==> config.mk <==
export PLATFORM = sky130hd
export DESIGN_NAME = prog_loader_arb
export DESIGN_NICKNAME = d
export VERILOG_FILES = /design/src/rtl/prog_loader_arb.sv
export SDC_FILE = /design/constraint.sdc
export NUM_CORES = 1
export LEC_CHECK = 0
export CAP_MARGIN = 20
export CORE_UTILIZATION = 25
export CTS_CLUSTER_DIAMETER = 80
export DETAILED_ROUTE_END_ITERATION = 8
export GPL_TIMING_DRIVEN = 0
export SYNTH_ARGS = -nofsm -noshare
export SYNTH_HDL_FRONTEND = slang
export SYNTH_SLANG_ARGS = --single-unit
export TNS_END_PERCENT = 1
==> constraint.sdc <==
create_clock -name clk -period 2.8 [get_ports clk]
set_input_delay 0.28 -clock clk [delete_from_list [all_inputs] [get_ports clk]]
set_output_delay 0.28 -clock clk [all_outputs]
set_load 0.01 [all_outputs]
==> src/rtl/prog_loader_arb.sv <==
// Program-load / CPU RAM port arbiter: IDLE, LOAD (host owns RAM) and RUN (CPU owns RAM).
// Latency: zero; RAM strobes and read data are combinational from state and inputs.
// Backpressure: host_ready is high for every LOAD cycle, so host beats are never stalled.
module prog_loader_arb #(
  parameter int AW = 4,
  parameter int DW = 8
) (
  input  logic          clk,
  input  logic          reset,
  input  logic          load_req,
  input  logic          host_valid,
  input  logic [DW-1:0] host_data,
  input  logic          host_last,
  output logic          host_ready,
  output logic          load_gnt,
  input  logic          run_req,
  output logic          cpu_start,
  input  logic [AW-1:0] cpu_addr,
  input  logic          cpu_we,
  input  logic [DW-1:0] cpu_wdata,
  output logic [DW-1:0] cpu_rdata,
  output logic [AW-1:0] ram_addr,
  output logic          ram_we,
  output logic [DW-1:0] ram_wdata,
  input  logic [DW-1:0] ram_rdata,
  output logic [AW:0]   load_count,
  output logic          load_err
);

  typedef enum logic [1:0] {
    IDLE = 2'd0,
    LOAD = 2'd1,
    RUN  = 2'd2
  } state_t;

  localparam logic [AW-1:0] WPTR_MAX = '1;

  state_t        state, state_nxt;
  logic [AW-1:0] wptr, wptr_nxt;
  logic [AW:0]   load_count_nxt;
  logic          load_err_nxt;
  logic          pend, pend_nxt;
  logic          beat, last_beat;

  always_ff @(posedge clk or negedge reset) begin
    if (!reset) begin
      state      <= IDLE;
      wptr       <= '0;
      load_count <= '0;
      load_err   <= 1'b0;
      pend       <= 1'b0;
    end else begin
      state      <= state_nxt;
      wptr       <= wptr_nxt;
      load_count <= load_count_nxt;
      load_err   <= load_err_nxt;
      pend       <= pend_nxt;
    end
  end

  assign cpu_rdata = ram_rdata;

  always_comb begin
    state_nxt      = state;
    wptr_nxt       = wptr;
    load_count_nxt = load_count;
    load_err_nxt   = load_err;
    pend_nxt       = pend;
    beat           = (state == LOAD) && host_valid;
    last_beat      = beat && (host_last || (wptr == WPTR_MAX));
    load_gnt       = (state == LOAD);
    host_ready     = (state == LOAD);
    cpu_start      = (state == RUN);
    ram_addr       = cpu_addr;
    ram_wdata      = cpu_wdata;
    ram_we         = 1'b0;

    case (state)
      IDLE: begin
        // A load requested while the CPU was running is honoured here even if the level has since dropped.
        if (load_req || pend) begin
          state_nxt    = LOAD;
          wptr_nxt     = '0;
          load_err_nxt = 1'b0;
          pend_nxt     = 1'b0;
        end else if (run_req) begin
          state_nxt = RUN;
        end
      end
      LOAD: begin
        ram_addr  = wptr;
        ram_wdata = host_data;
        ram_we    = host_valid;
        if (!load_req) begin
          state_nxt      = IDLE;
          load_err_nxt   = 1'b1;
          load_count_nxt = {1'b0, wptr} + (AW+1)'(beat);
        end else if (last_beat) begin
          state_nxt      = IDLE;
          load_count_nxt = {1'b0, wptr} + (AW+1)'(1);
        end else if (beat) begin
          wptr_nxt = wptr + AW'(1);
        end
      end
      RUN: begin
        ram_we = cpu_we;
        if (load_req) pend_nxt = 1'b1;
        if (!run_req) state_nxt = IDLE;
      end
      default: state_nxt = IDLE;
    endcase
  end

endmodule

==> impl_results.md <==
* R2r setup slk at 0.88 ns
* Final hold violation count at 0
* Fillers at 405
* Top FF cell, synth: dfrtp_1
* Gate power share at 64.6%
* Min Tclk post-route at 2.58 ns
* Number of synthesized flops with an enable pin at 0
* Final Skew at 0.00499 ns
* Die width at 66.8 microns
* Worst r2r dst: load_count[1]
* Clock power frac at 12.7%
* Ys Warns at 0
* RSZ-0062 raised after global routing: false
* DIE AREA at 4460 sq um
* Post-Layout Inst Area at 1710 sq um
* Layout Nets at 217
* Post-CTS Hold Fix Bufs at 0
* Setup TNS at 0 ns
* Reg2reg start: state[1]
* GRT Resource Usage Total at 14.4%
* Row count at 23
* Ys async rst share at 100%
* Yosys top cell by area: dfrtp_1
* Post-synth net total at 157
* Worst-Margin Slew at 0.608 ns
* Maximum buffer depth of the clock tree at 2
* Initial Util at 26.1%
* Critical Path RT at 2.52 ns
* Root Driver: clkbuf_8
* P_sw at 494 uW
* Setup bufs post-CTS at 0
* Synthesis-to-finish area growth at 62.7%
* TritonCTS clock tree: built
* Post-Syn Instances at 116
* Post-synth top cells: 18 x nand2_1, 13 x dfrtp_1, 10 x mux2_2, 10 x o21ai_0, 9 x buf_4
* Worst-Skew Late Latency at 0.25 ns
* Initial DRC count at 34
* Seq pwr share at 22.7%
* Layout cell share with drive strength beyond 1 at 19.4%
* CTS buffer count at 3
* Pins Over Slew Limit at 0
* Sequential fraction of the synthesis area at 31.0%
* Rel. slew slack at 59.3%
* Area contributors post-synth: dfrtp_1 31%, mux2_2 11%, ha_1 7.2%
* WL final at 2.86 mm
* Ports at 65
* Setup crit end: ram_wdata[5]
* Most frequent cell after synthesis: nand2_1
* First drt pass iteration count at 4
* RD Place Congestion at 0.772
* Avg Vias per Cell at 4.54
* Tcrit/Tclk final at 92.1%
* Synthesized flop and latch total at 13
* Status: completed
* Clk slew on worst S/H paths at 0.06 ns
* Total gr overflow at 0
* Routed WL per cell at 12.7 microns
* Antenna Nets Post-Route at 0
* Share of the synthesized area in the top cell type at 31.0%
* Die height at 66.8 microns
* Vias at 1022
* Htree depth at 1
* Leakage at 0.735 nW
* # diodes at 0
* Pin count of the biggest net entering global routing at 14
* CP startpoint: state[1]
* Sink Count at 13
* Worst EP arrival at 2.30 ns
* Max Fclk at 0.388 GHz
* DP Wirelength at 2.27 mm
* # DRC at 0
* Post-CTS Resized at 0
* Synthesized cell area at 1050 sq um
* CP Launch Type: flip-flop
* Buffers added on ports at 55
* Int Pwr at 824 uW
* Mean Syn Cell Area at 9.05 sq um
* Vias in the first global route at 1042
* CP Capture Type: primary output
* DP Area at 1660 sq um
* Core region area at 4030 sq um
* First-pass GRT wire length at 4.81 mm
* Antenna violations before repair at 0
* Final setup fails at 0
* Maximum VDD drop at 349 uV
* Critical path type: reg2out
* Max-cap violations at 0
* Hold WC Path Type: in2reg
* Worst Reg2Reg Path Length in Cells at 8
* Fin Hold WS at 0.360 ns
* Synth cell types at 32
* PwrDens at 771 nW/um^2
* Max FO, Critical Path at 10
* Switching share of power at 37.5%
[layer usage]
| metal | share of wire, % | GRT usage (%) |
|---|---|---|
| met3 | 4.3 | 3.60 |
| met1 | 42 | 16.2 |
| met2 | 52 | 25.8 |
| met4 | 1.7 | 5.32 |
| met5 | 0 | 0 |
[cell families (layout without fill, tap and decap cells)]
kind of cell / after synthesis / after routing / synth area share (%)
compound gates: 26 / 26 / 16.7
fa+ha+maj: 6 / 6 / 7.15
xor+xnor: 3 / 3 / 2.50
mux: 12 / 12 / 13.6
flops: 13 / 13 / 31.0
buf+inv: 21 / 80 / 13.2
simple gates: 35 / 35 / 15.9
[power by group through the flow]
stage / sequential (mW) / clock [mW] / combinational, mW
3_5_place_dp: 0.302 / 0 / 0.853
5_1_grt: 0.308 / 0.186 / 0.930
3_3_place_gp: 0.298 / 0 / 0.842
6_report: 0.299 / 0.168 / 0.851
2_1_floorplan: 0.304 / 0 / 0.490
4_1_cts: 0.300 / 0.177 / 0.858
[final cells by class]
cell class	instances	area (sq um)	share of cell area, %
multi-input cells	82	586	34.3
plain buffers	15	116	6.81
inverters	6	22.5	1.32
flip-flops and latches	13	325	19.0
well taps	50	62.6	3.66
clock buffers	4	45.0	2.64
repair buffers	55	551	32.2
[cells in the final DEF, fill, tap and decap left out, types with 3 or more instances in the layout]
master           synthesis  routed
clkbuf_8                 0       3
buf_2                    3       3
nand2b_1                 3       3
nand2_1                 18      18
clkdlybuf4s50_1          0      55
buf_6                    3       3
a21oi_1                  6       6
inv_1                    6       6
nor2_1                   3       3
dfrtp_1                 13      13
buf_4                    9       9
o21ai_0                 10      10
ha_1                     6       6
mux2_2                  10      10
[state kept, by name (all words and copies together) (netlist names)]
register / flops
load_count: 5
wptr: 4
state: 2
load_err: 1
pend: 1
[how the worst min path moves through the flow]
stage | cells after the start | endpoint | from | slack (ns)
global placement | 2 | load_count[2] | load_count[2] | 0.46
global route | 2 | load_err | load_req | 0.38
finish | 2 | load_err | load_req | 0.36
floorplan | 0 | load_count[0] | reset | -0.02
CTS | 2 | load_err | load_req | 0.36
detailed placement | 2 | load_count[3] | load_count[3] | 0.48
[critical path: stages, from the launching register on]
cell	delay [ns]
dfrtp_1	0.41
inv_1	0.12
ha_1	0.26
buf_6	0.17
buf_2	0.25
mux2_2	0.36
clkdlybuf4s50_1	0.49
[through the flow]
step	utilization, %	std cells	total power [mW]	setup slack, ns
floorplan	-	116	0.795	1.03
global placement	41.3	221	1.14	0.508
detailed placement	41.3	221	1.15	0.488
CTS	42.4	225	1.33	0.203
global route	42.4	225	1.42	0.0945
finish	42.4	225	1.32	0.222
Note: power is estimated with default switching activity, not from simulation.
